**src/rtl/cxu_mac_pkg.sv**
```systemverilog
// Shared types and constants for the multiply-accumulate CXU.
package cxu_mac_pkg;

  // Shift-add multiplier: one partial product per cycle.
  localparam int MUL_ITERS = 32;
  localparam int CNT_W     = $clog2(MUL_ITERS);

  typedef enum logic [2:0] {
    FUNC_ADD    = 3'd0,
    FUNC_MUL    = 3'd1,
    FUNC_MAC    = 3'd2,
    FUNC_RDACC  = 3'd3,
    FUNC_WRACC  = 3'd4,
    FUNC_CLRACC = 3'd5
  } func_e;

  localparam logic [3:0] STATUS_OK        = 4'd0;
  localparam logic [3:0] STATUS_ILL_FUNC  = 4'd1;
  localparam logic [3:0] STATUS_ILL_STATE = 4'd2;

  typedef enum logic [1:0] {
    ST_IDLE = 2'd0,
    ST_MUL  = 2'd1,
    ST_DONE = 2'd2
  } fsm_e;

  // Functions that address an accumulator context and so need a legal state_id.
  function automatic logic func_uses_state(input logic [2:0] func);
    return (func >= 3'(FUNC_MAC)) && (func <= 3'(FUNC_CLRACC));
  endfunction

endpackage

```
**src/rtl/cxu_mul_iter.sv**
```systemverilog
// Radix-2 shift-add multiplier producing the low 32 bits of a*b.
// 'done' is high during the last iteration cycle, with 'product' already
// holding the final value so the caller can consume it on that same edge.
module cxu_mul_iter
  import cxu_mac_pkg::*;
(
  input  logic        clk,
  input  logic        rst,
  input  logic        start,
  input  logic [31:0] a,
  input  logic [31:0] b,
  output logic        done,
  output logic [31:0] product
);

  logic [31:0]      mcand;
  logic [31:0]      mplier;
  logic [31:0]      prod;
  logic [CNT_W-1:0] cnt;
  logic             active;
  logic [31:0]      prod_step;

  // Partial sum including the current iteration's add.
  assign prod_step = prod + (mplier[0] ? mcand : 32'd0);
  assign done      = active && (cnt == CNT_W'(MUL_ITERS - 1));
  assign product   = prod_step;

  // Load operands on start, then shift and accumulate one bit per cycle.
  always_ff @(posedge clk) begin
    if (!rst) begin
      mcand  <= '0;
      mplier <= '0;
      prod   <= '0;
      cnt    <= '0;
      active <= 1'b0;
    end else if (start) begin
      mcand  <= a;
      mplier <= b;
      prod   <= '0;
      cnt    <= '0;
      active <= 1'b1;
    end else if (active) begin
      prod   <= prod_step;
      mcand  <= mcand << 1;
      mplier <= mplier >> 1;
      cnt    <= cnt + CNT_W'(1);
      if (done) active <= 1'b0;
    end
  end

endmodule

```
**src/rtl/cxu_mac.sv**
```systemverilog
// Multiply-accumulate CXU: ADD/MUL/MAC plus accumulator read/write/clear
// over N_STATES contexts, answering each request with a one-cycle pulse.
module cxu_mac
  import cxu_mac_pkg::*;
#(
  parameter int N_STATES = 4
) (
  input  logic        clk,
  input  logic        rst,
  input  logic        req_valid,
  input  logic [2:0]  req_func,
  input  logic [1:0]  req_state_id,
  input  logic [31:0] req_data0,
  input  logic [31:0] req_data1,
  output logic        resp_ready,
  output logic [31:0] resp_data,
  output logic [3:0]  resp_status,
  output logic        busy
);

  fsm_e        state;
  logic [2:0]  func_q;
  logic [1:0]  sid_q;
  logic [31:0] acc [N_STATES];

  logic        legal_func;
  logic        legal_state;
  logic        mul_start;
  logic        mul_done;
  logic [31:0] mul_product;
  logic [31:0] mac_sum;

  assign legal_func  = (req_func <= 3'(FUNC_CLRACC));
  assign legal_state = (int'(req_state_id) < N_STATES);
  assign mul_start   = (state == ST_IDLE) && req_valid && legal_func &&
                       ((req_func == 3'(FUNC_MUL)) ||
                        ((req_func == 3'(FUNC_MAC)) && legal_state));
  assign mac_sum     = acc[sid_q] + mul_product;

  cxu_mul_iter u_mul (
    .clk     (clk),
    .rst     (rst),
    .start   (mul_start),
    .a       (req_data0),
    .b       (req_data1),
    .done    (mul_done),
    .product (mul_product)
  );

  // Control FSM, accumulator updates and registered response.
  always_ff @(posedge clk) begin
    if (!rst) begin
      state       <= ST_IDLE;
      func_q      <= '0;
      sid_q       <= '0;
      resp_ready  <= 1'b0;
      resp_data   <= '0;
      resp_status <= STATUS_OK;
      busy        <= 1'b0;
      // NOTE: the accumulators are architectural state that must read 0 after
      // reset, so this memory is reset explicitly rather than left undefined.
      for (int i = 0; i < N_STATES; i++) acc[i] <= '0;
    end else begin
      // Response outputs are zero except in the single DONE cycle.
      resp_ready  <= 1'b0;
      resp_data   <= '0;
      resp_status <= STATUS_OK;
      case (state)
        ST_IDLE: begin
          if (req_valid) begin
            func_q <= req_func;
            sid_q  <= req_state_id;
            if (mul_start) begin
              state <= ST_MUL;
              busy  <= 1'b1;
            end else begin
              state      <= ST_DONE;
              busy       <= 1'b1;
              resp_ready <= 1'b1;
              if (!legal_func) begin
                resp_status <= STATUS_ILL_FUNC;
              end else if (func_uses_state(req_func) && !legal_state) begin
                resp_status <= STATUS_ILL_STATE;
              end else begin
                case (req_func)
                  3'(FUNC_ADD):   resp_data <= req_data0 + req_data1;
                  3'(FUNC_RDACC): resp_data <= acc[req_state_id];
                  3'(FUNC_WRACC): begin
                    resp_data          <= acc[req_state_id];
                    acc[req_state_id]  <= req_data0;
                  end
                  3'(FUNC_CLRACC): acc[req_state_id] <= '0;
                  default: resp_data <= '0;
                endcase
              end
            end
          end
        end
        ST_MUL: begin
          if (mul_done) begin
            state      <= ST_DONE;
            resp_ready <= 1'b1;
            if (func_q == 3'(FUNC_MAC)) begin
              acc[sid_q] <= mac_sum;
              resp_data  <= mac_sum;
            end else begin
              resp_data  <= mul_product;
            end
          end
        end
        ST_DONE: begin
          state <= ST_IDLE;
          busy  <= 1'b0;
        end
        default: begin
          state <= ST_IDLE;
          busy  <= 1'b0;
        end
      endcase
    end
  end

endmodule

```
**config.mk**
```make
export PLATFORM = sky130hd
export DESIGN_NAME = cxu_mac
export DESIGN_NICKNAME = d
export VERILOG_FILES = /design/src/rtl/cxu_mac_pkg.sv /design/src/rtl/cxu_mul_iter.sv /design/src/rtl/cxu_mac.sv
export SDC_FILE = /design/constraint.sdc
export NUM_CORES = 1
export LEC_CHECK = 0
export CAP_MARGIN = 20
export CORE_UTILIZATION = 61
export CTS_CLUSTER_DIAMETER = 200
export CTS_CLUSTER_SIZE = 24
export DETAILED_ROUTE_END_ITERATION = 10
export HOLD_SLACK_MARGIN = 0.12
export PLACE_DENSITY = 0.81
export REMOVE_ABC_BUFFERS = 1
export SYNTH_ARGS = -nofsm -noshare
export SYNTH_HDL_FRONTEND = slang
export SYNTH_HIERARCHICAL = 1
export SYNTH_SLANG_ARGS = --single-unit
```
**constraint.sdc**
```tcl
create_clock -name clk -period 6.8 [get_ports clk]
set_clock_uncertainty 0.2 [all_clocks]
set_input_delay 1.36 -clock clk [delete_from_list [all_inputs] [get_ports clk]]
set_output_delay 1.36 -clock clk [all_outputs]
set_load 0.01 [all_outputs]
```
==> results_dict.tcl, run 1 <==
set metrics [dict create \
    placeableCoreArea_mm2 0.0296 \
    period_share_pct 86.5 \
    final_common_cell "nor2_1" \
    synth-edff-count 128 \
    startpoint "u_mul/mplier[0]" \
    ir_worst_vdd_uv 264 \
    cts_buffers 15 \
    drt_iter0_markers 1621 \
    hold_viol_final 0 \
    fin_hold_ws_ns 0.273 \
    cts.sinks 274 \
    path_cells "and2_1 -> ha_1 -> fa_1 -> a21oi_1 -> o21ai_2 -> a21oi_1 -> o21a_1 -> o31ai_1 -> xor2_1 -> ha_1 -> nand2_1 -> nor3_1 -> nand3_1 -> o211ai_1 -> a21oi_1 -> xnor2_1 -> a22oi_1 -> inv_1" \
    vias 15456 \
    setup_viol 0 \
    instances_no_fill 2350 \
    dp_cells 2327 \
    row_count 63 \
    ys_ff_latch 274 \
    final_cell_mix "nor2_1, nand2_1, dfxtp_1" \
    r2r-end "acc[3][23]" \
    antenna_left 0 \
    io_buffers 106 \
    cts-resized-gates 0 \
    ioPinCount 110 \
    dr.pass1.iters 8 \
    start_kind "register" \
    synth_area_mm2 0.0184 \
    setup_slack_ns 0.918 \
    min-delay-path-class "reg -> reg" \
    fmax_mhz 170 \
    overflow 0 \
    cp.required_ns 6.86 \
    final_area_mm2 0.0200 \
    pre_cts_slack_ns 1.11 \
    track_usage_pct 34.8 \
    start_util_pct 62.1 \
    gp_congestion 1.00 \
    drv_cap 0 \
    die_w_um 176 \
    cts_root_buf "clkbuf_16" \
    final_nets 2124 \
    clock_path_buffers 3 \
    worstSetupPathType "reg -> reg" \
    cp_max_fo 33 \
    dieArea_mm2 0.0309 \
    ctsHoldBuffers 0 \
    outcome "finished, final reports clean" \
    p_leak_nw 7.64 \
    post-dp-hpwl_mm 41.4 \
    clk_latency_ns 0.52 \
    syn_inst 1924 \
    cp_common_cell "a21oi_1" \
    cts_setup_buffers 0 \
    ys.flop_type "dfxtp_1" \
    grt_first_pass_wirelength_mm 82.5 \
    cts.clk_slew.worst_paths_ns 0.09 \
    die_y_um 176 \
    cp_slowest_cell "dfxtp_1" \
    antenna_found_initial 0 \
    drc 0 \
    wl_per_cell_um 23.0 \
    fin_util_pct 67.5 \
    slew_viol_final 0 \
    endpoint "acc[3][23]" \
    slowest_delay_ns 1.04 \
    areaGrowthSynthToFinish_pct 8.64 \
    nFillCells 2416 \
    yosysWarnings 6 \
    drive_above_1_share_pct 8.67 \
    cp-end-kind "register" \
    syn_avg_cell_area_um2 9.57 \
    powerDensity_mw_per_mm2 172 \
    rsz0062_at_grt "false" \
    htree_levels 1 \
    ys_seq_area_share_pct 36.8 \
    grt_pass1_vias 14695 \
    place_area_mm2 0.0196 \
    max_slew_margin_pct 27.8 \
    crit_arrival_ns 5.94 \
    fin_crit_ns 5.88 \
    worst_slew_pin_slew_ns 1.08 \
    grt_max_degree 74 \
    drt_wl_total_mm 54.0 \
    n_antenna_cell 0 \
    cts_tree "yes" \
    synthArstFlopShare_pct 0 \
    avgViaCountPerCell 6.58 \
    r2r-start "u_mul/mplier[0]" \
    synth_cell_types 101 \
    reg2reg_depth 18 \
    ff2ff_setup_slack_ns 0.92 \
]
## synth_stat cells, types with 19 or more instances
cell type	n	area share (%)
a21oi_1	110	3.0
buf_2	28	0.76
nand3_1	38	1.0
ha_1	95	6.5
xor2_1	35	1.7
xnor2_1	47	2.2
and2_1	103	3.5
edfxtp_1	128	21
mux2i_1	90	4.9
a21o_1	45	1.8
a22oi_1	44	1.8
o21ai_0	106	2.9
nor3_1	25	0.68
nor2_1	199	4.1
dfxtp_1	146	16
clkbuf_1	64	1.3
nand4_1	19	0.65
nand2_1	182	3.7
inv_1	44	0.90
o211ai_1	22	0.90
mux4_2	64	7.8
## routing by layer
| layer | routed length, µm | GRT usage (%) | up-vias | part of all wire (%) |
|---|---|---|---|---|
| met3 | 4540 | 4.39 | 111 | 8.4 |
| met1 | 23200 | 49.8 | 7482 | 43 |
| met4 | 1840 | 11.0 | 0 | 3.4 |
| met5 | 0 | 0 | - | 0 |
| met2 | 24500 | 54.8 | 745 | 45 |
| li1 | - | - | 7118 | - |
## cells by family after synthesis
kind of cell             share of synthesized area, %
XOR/XNOR                                         3.99
buffers and inverters                            4.19
AND/OR/NAND/NOR                                  16.9
other                                          0.0204
adder cells (fa/ha/maj)                          6.78
flip-flops                                       36.8
AO/OA/AOI/OAI                                    18.7
multiplexers                                     12.7
## sequential cells by signal, indices dropped and copies added, names as in the netlist, 2 cells and up, named ones only
register / flops
u_mul/mcand: 32
state: 2
func_q: 3
u_mul/cnt: 5
u_mul/mplier: 32
acc: 128
resp_data: 32
u_mul/prod: 32
sid_q: 2
## cell type report
type                            instances  area [µm²]  share of cell area [%]
Clock buffer                           21         398                    1.99
Clock inverter                          2        25.0                   0.125
Inverter                               44         165                   0.826
Multi-Input combinational cell       1487       10900                    54.5
Sequential cell                       274        6770                    33.9
Timing Repair Buffer                  132        1250                    6.23
Tap cell                              390         488                    2.44
## power breakdown
part | leakage, nW | switching [mW] | internal, mW | total [mW]
logic | 4.93 | 0.365 | 0.264 | 0.629
clock network | 0.204 | 0.552 | 0.421 | 0.973
registers | 2.51 | 0.0488 | 1.78 | 1.83
## worst max-delay path: cells and delay by family, from the launching register on
family | cells | cell delay, ns
AO/OA/AOI/OAI | 8 | 2.19
buffers and inverters | 1 | 0.11
adder cells (fa/ha/maj) | 3 | 0.90
AND/OR/NAND/NOR | 4 | 0.80
XOR/XNOR | 2 | 0.38
flip-flops | 1 | 1.04
## how the worst min path moves through the flow
stage	start	end	slack [ns]	cells past startpoint
after floorplan	func_q[0]	func_q[0]	0.24	2
after global placement	func_q[2]	func_q[2]	0.25	2
after detailed placement	func_q[2]	func_q[2]	0.26	2
after CTS	func_q[2]	func_q[2]	0.27	2
after global routing	func_q[2]	func_q[2]	0.29	2
final	func_q[2]	func_q[2]	0.27	2
## through the flow
step / TNS [ns] / power [mW]
finish: 0 / 3.43
global placement: 0 / 2.46
global route: 0 / 3.54
detailed placement: 0 / 2.48
floorplan: -183.79 / 2.25
CTS: 0 / 3.42
No activity file was read; power rests on OpenSTA's default activity.
==> inputs of run 2 (changes only) <==
--- a/config.mk
+++ b/config.mk
@@ -5,13 +5,13 @@
 export SDC_FILE = /design/constraint.sdc
 export NUM_CORES = 1
 export LEC_CHECK = 0
+export ABC_CLOCK_PERIOD_IN_PS = 6800
 export CAP_MARGIN = 20
 export CORE_UTILIZATION = 61
 export CTS_CLUSTER_DIAMETER = 200
-export CTS_CLUSTER_SIZE = 24
 export DETAILED_ROUTE_END_ITERATION = 10
 export HOLD_SLACK_MARGIN = 0.12
-export PLACE_DENSITY = 0.81
+export PLACE_DENSITY = 0.88
 export REMOVE_ABC_BUFFERS = 1
 export SYNTH_ARGS = -nofsm -noshare
 export SYNTH_HDL_FRONTEND = slang
==> run 2 against run 1 <==
Net effect: setup slack got worse by 0.028 ns; power increased by 21%; core utilization increased by 1.9 points; largest cell class unchanged; worst hold slack improved by 0.0039 ns; wire length increased by 2.4%; global-route usage increased by 0.84 points; register-to-register slack got worse by 0.03 ns; largest power group unchanged.
==> results_dict.tcl, run 2 (synthesis results as in run 1) <==
set metrics [dict create \
    highest_layer "met4" \
    htree_levels 1 \
    start_kind "register" \
    drv_cap 0 \
    placeableCoreArea_mm2 0.0296 \
    wl_met3_mm 4.98 \
    cp.required_ns 6.90 \
    drt_iter0_markers 1808 \
    max_slew_margin_pct 29.0 \
    final_common_cell "nor2_1" \
    dr_wl_met2_mm 25.4 \
    post-dp-hpwl_mm 41.7 \
    r2r-end "acc[0][28]" \
    grt_first_pass_wirelength_mm 84.3 \
    vias 15655 \
    p_leak_nw 7.92 \
    track_usage_pct 35.6 \
    place_area_mm2 0.0196 \
    reg2reg_depth 18 \
    final_nets 2135 \
    ff2ff_setup_slack_ns 0.89 \
    drc 0 \
    cts_buffers 29 \
    min-delay-path-class "reg -> reg" \
    overflow 0 \
    ioPinCount 110 \
    met1Wirelength_mm 23.3 \
    crit_arrival_ns 6.01 \
    final_cell_mix "nor2_1, nand2_1, dfxtp_1" \
    cp_top_family "compound AO/OA/AOI/OAI gates" \
    path_cells "and2_1 -> ha_1 -> fa_1 -> a21oi_1 -> o21ai_2 -> a21oi_1 -> o21a_1 -> o31ai_1 -> xor2_1 -> ha_1 -> nand2_1 -> o21ai_0 -> nand3_1 -> nand2_1 -> o211ai_2 -> a21oi_2 -> mux2i_1 -> a21oi_1" \
    start_util_pct 62.1 \
    startpoint "u_mul/mplier[0]" \
    fmax_mhz 169 \
    cp-end-kind "register" \
    antenna_left 0 \
    dr.pass1.iters 6 \
    ir_worst_vdd_uv 212 \
    slowest_delay_ns 1.00 \
    clk_latency_ns 0.58 \
    drive_above_1_share_pct 9.86 \
    cts.clk_slew.worst_paths_ns 0.07 \
    clock_path_buffers 3 \
    cts-resized-gates 0 \
    cp_max_fo 33 \
    drt_wl_total_mm 55.3 \
    gp_congestion 0.976 \
    slew_viol_final 0 \
    antenna_found_initial 0 \
    rsz0062_at_grt "false" \
    r2r-start "u_mul/mplier[0]" \
    largest_register_ffs 128 \
    wl_per_cell_um 23.2 \
    row_count 63 \
    worst-path-buf-inv 0 \
    ctsHoldBuffers 0 \
    setup_viol 0 \
    largest_register "acc" \
    cts_tree "yes" \
    cp.depth 18 \
    cts_root_buf "clkbuf_16" \
    nFillCells 2268 \
    dieArea_mm2 0.0309 \
    die_y_um 176 \
    die_w_um 176 \
    cts_setup_buffers 0 \
    avgViaCountPerCell 6.58 \
    period_share_pct 86.9 \
    n_antenna_cell 0 \
    worstSetupPathType "reg -> reg" \
    io_buffers 106 \
    final_area_mm2 0.0206 \
    finalPower_mw 4.16 \
    worst_slew_pin_slew_ns 1.06 \
    hold_viol_final 0 \
    outcome "finished, final reports clean" \
    cts.sinks 274 \
    cp_common_cell "a21oi_1" \
    cp_slowest_cell "dfxtp_1" \
    grt_max_degree 85 \
    grt_pass1_vias 14790 \
    endpoint "acc[0][28]" \
    powerDensity_mw_per_mm2 202 \
    areaGrowthSynthToFinish_pct 11.7 \
    fin_crit_ns 5.91 \
]
[run 2: cell count changes in the layout (fill, tap and decap cells not counted), sizes merged]
cell / before / now
clkbuf: 21 / 35
clkinv: 0 / 12
bufinv: 0 / 4
buf: 28 / 25
clkinvlp: 0 / 1
[run 2: area by class of cell]
type                            count  area [µm²]  area share (%)
Timing Repair Buffer              129        1220            5.95
Clock inverter                     19         205           0.998
Sequential cell                   274        6770            32.9
Inverter                           44         165           0.803
Multi-Input combinational cell   1487       10900            53.0
Clock buffer                       35         811            3.94
Tap cell                          390         488            2.37
[run 2: metal layers]
| layer | vias to the layer above | track usage, % |
|---|---|---|
| met5 | - | 0 |
| met1 | 7585 | 50.8 |
| met4 | 0 | 10.1 |
| met2 | 788 | 56.9 |
| li1 | 7178 | - |
| met3 | 104 | 4.48 |
[run 2: worst min path at each step]
stage / from / to / slack [ns] / cells after the start
6_report: u_mul/prod[19] / u_mul/prod[19] / 0.28 / 2
5_1_grt: u_mul/prod[19] / u_mul/prod[19] / 0.29 / 2
4_1_cts: u_mul/prod[19] / u_mul/prod[19] / 0.28 / 2
3_5_place_dp: func_q[2] / func_q[2] / 0.26 / 2
3_3_place_gp: func_q[0] / func_q[0] / 0.25 / 2
2_1_floorplan: func_q[0] / func_q[0] / 0.24 / 2
[run 2: metrics by stage]
step                cells  setup TNS (ns)  hold slack (ns)  utilization [%]  setup slack, ns
CTS                  2378               0            0.275             69.4             1.01
global route         2378               0            0.295             69.4            0.512
finish               2378               0            0.277             69.4            0.890
global placement     2324               0            0.251             66.0             1.19
detailed placement   2324               0            0.257             66.0             1.03
floorplan            1805         -183.79            0.243                -            -3.66
[run 2: power by group]
group | switching (mW) | total (mW) | internal (mW)
Combinational | 0.370 | 0.634 | 0.264
Sequential | 0.0484 | 1.83 | 1.78
Clock | 0.695 | 1.69 | 1.00
Total | 1.11 | 4.16 | 3.04
[run 2: worst register-to-register path, stage by stage (launching register included)]
cell and delay [ns]:
dfxtp_1 1.00, and2_1 0.27, ha_1 0.22, fa_1 0.23, a21oi_1 0.13, o21ai_2 0.18
a21oi_1 0.13, o21a_1 0.22, o31ai_1 0.45, xor2_1 0.22, ha_1 0.46, nand2_1 0.09
o21ai_0 0.52, nand3_1 0.14, nand2_1 0.18, o211ai_2 0.13, a21oi_2 0.19, mux2i_1 0.53
a21oi_1 0.16
==> inputs of run 3 (changes only) <==
--- a/config.mk
+++ b/config.mk
@@ -7,11 +7,13 @@
 export LEC_CHECK = 0
 export ABC_CLOCK_PERIOD_IN_PS = 6800
 export CAP_MARGIN = 20
-export CORE_UTILIZATION = 61
+export CELL_PAD_IN_SITES_DETAIL_PLACEMENT = 0
+export CELL_PAD_IN_SITES_GLOBAL_PLACEMENT = 1
+export CORE_UTILIZATION = 48
 export CTS_CLUSTER_DIAMETER = 200
 export DETAILED_ROUTE_END_ITERATION = 10
 export HOLD_SLACK_MARGIN = 0.12
-export PLACE_DENSITY = 0.88
+export PLACE_DENSITY = 0.89
 export REMOVE_ABC_BUFFERS = 1
 export SYNTH_ARGS = -nofsm -noshare
 export SYNTH_HDL_FRONTEND = slang
==> run 3 against run 2 <==
Net effect: largest cell class unchanged; largest power group unchanged; fmax up 2.2%; sequential power about the same; wire length up 3.3%.
==> results_dict.tcl, run 3 (synthesis results as in run 1) <==
set metrics [dict create \
    outcome "finished, final reports clean" \
    drt_iter0_markers 1586 \
    grt_first_pass_wirelength_mm 86.3 \
    drv_cap 0 \
    cp.depth 18 \
    instances_no_fill 2508 \
    fin_setup_tns_ns 0 \
    clk_latency_ns 0.59 \
    track_usage_pct 29.1 \
    grt_pass1_vias 14532 \
    endpoint "acc[1][30]" \
    largest_register "acc" \
    drt_wl_total_mm 57.1 \
    overflow 0 \
    n_antenna_cell 0 \
    gp_congestion 0.942 \
    dr.pass1.iters 5 \
    setup_slack_ns 1.02 \
    fin_crit_ns 5.78 \
    die_w_um 198 \
    pre_cts_slack_ns 1.01 \
    r2r-start "u_mul/mplier[0]" \
    worst_slew_pin_slew_ns 1.04 \
    reg2reg_depth 18 \
    path_cells "and2_1 -> ha_1 -> fa_1 -> a21oi_1 -> o21ai_2 -> a21oi_1 -> o21a_1 -> o31ai_1 -> xor2_1 -> ha_1 -> nand2_1 -> o21ai_0 -> a221oi_1 -> nand4b_1 -> o21ai_0 -> xor2_1 -> a2bb2oi_1 -> nor2_1" \
    worstSetupPathType "reg -> reg" \
    ioPinCount 110 \
    cp_top_family "compound AO/OA/AOI/OAI gates" \
    min-delay-path-class "reg -> reg" \
    cp_slowest_cell "dfxtp_1" \
    slowest_delay_ns 1.00 \
    cts_root_buf "clkbuf_16" \
    largest_register_ffs 128 \
    htree_levels 1 \
    areaGrowthSynthToFinish_pct 12.7 \
    ff2ff_setup_slack_ns 1.02 \
    drive_above_1_share_pct 10.2 \
    wl_per_cell_um 22.8 \
    vias 15325 \
    cp.required_ns 6.92 \
    fin_hold_ws_ns 0.264 \
    r2r-end "acc[1][30]" \
    cts.sinks 274 \
    start_kind "register" \
    setup_viol 0 \
    final_area_mm2 0.0207 \
    placeableCoreArea_mm2 0.0377 \
    cts_tree "yes" \
    hold_viol_final 0 \
    place_area_mm2 0.0197 \
    final_cell_mix "nor2_1, nand2_1, dfxtp_1" \
    drc 0 \
    final_nets 2142 \
    slew_viol_final 0 \
    ctsHoldBuffers 0 \
    clock_path_buffers 3 \
    row_count 71 \
    avgViaCountPerCell 6.11 \
    start_util_pct 48.9 \
    period_share_pct 85.0 \
    ir_worst_vdd_uv 184 \
    grt_max_degree 72 \
    max_slew_margin_pct 30.3 \
    dieArea_mm2 0.0391 \
    powerDensity_mw_per_mm2 198 \
    cts_buffers 31 \
    startpoint "u_mul/mplier[0]" \
    cp_max_fo 33 \
    worst-path-buf-inv 0 \
    antenna_found_initial 2 \
    dp_cells 2450 \
    io_buffers 106 \
    post-dp-hpwl_mm 43.1 \
    crit_arrival_ns 5.90 \
    cts-resized-gates 0 \
    fin_util_pct 55.1 \
    fmax_mhz 173 \
    cp-end-kind "register" \
    cts.clk_slew.worst_paths_ns 0.06 \
    cts_setup_buffers 0 \
    antenna_left 0 \
    p_leak_nw 7.91 \
    rsz0062_at_grt "false" \
    die_y_um 198 \
    finalPower_mw 4.11 \
    final_common_cell "nor2_1" \
]
run 3: power breakdown:
group	switching, mW	internal (mW)	total, mW
Combinational	0.376	0.265	0.641
Clock	0.716	0.930	1.65
Sequential	0.0414	1.78	1.82
run 3: layout make-up:
class / count / area (µm²)
clock buffer: 39 / 816
tap: 511 / 639
fill: 3398 / 16900
clock inverter: 19 / 175
sequential: 274 / 6770
multi-input combinational: 1487 / 10900
inverter: 44 / 165
timing repair buffer: 134 / 1270
run 3: how the worst min path moves through the flow:
stage	depth (start not counted)	startpoint	slack [ns]	endpoint
after floorplan	2	func_q[0]	0.24	func_q[0]
after global placement	2	func_q[0]	0.25	func_q[0]
after detailed placement	2	func_q[0]	0.26	func_q[0]
after CTS	2	func_q[0]	0.27	func_q[0]
after global routing	2	func_q[0]	0.29	func_q[0]
final	2	func_q[0]	0.26	func_q[0]
run 3: per-layer routing:
layer	wire length, µm	share of wire [%]	vias up	GRT usage [%]
li1	-	-	7182	-
met4	1420	2.5	0	8.35
met5	0	0	-	0
met3	4220	7.4	78	3.24
met2	25700	45	577	45.2
met1	25700	45	7488	42.6
run 3: worst register-to-register path, cell delays in order (launching register included):
cell and delay, ns:
dfxtp_1 1.00, and2_1 0.25, ha_1 0.21, fa_1 0.23
a21oi_1 0.11, o21ai_2 0.17, a21oi_1 0.14, o21a_1 0.23
o31ai_1 0.40, xor2_1 0.39, ha_1 0.38, nand2_1 0.12
o21ai_0 0.20, a221oi_1 0.45, nand4b_1 0.14, o21ai_0 0.23
xor2_1 0.21, a2bb2oi_1 0.37, nor2_1 0.09
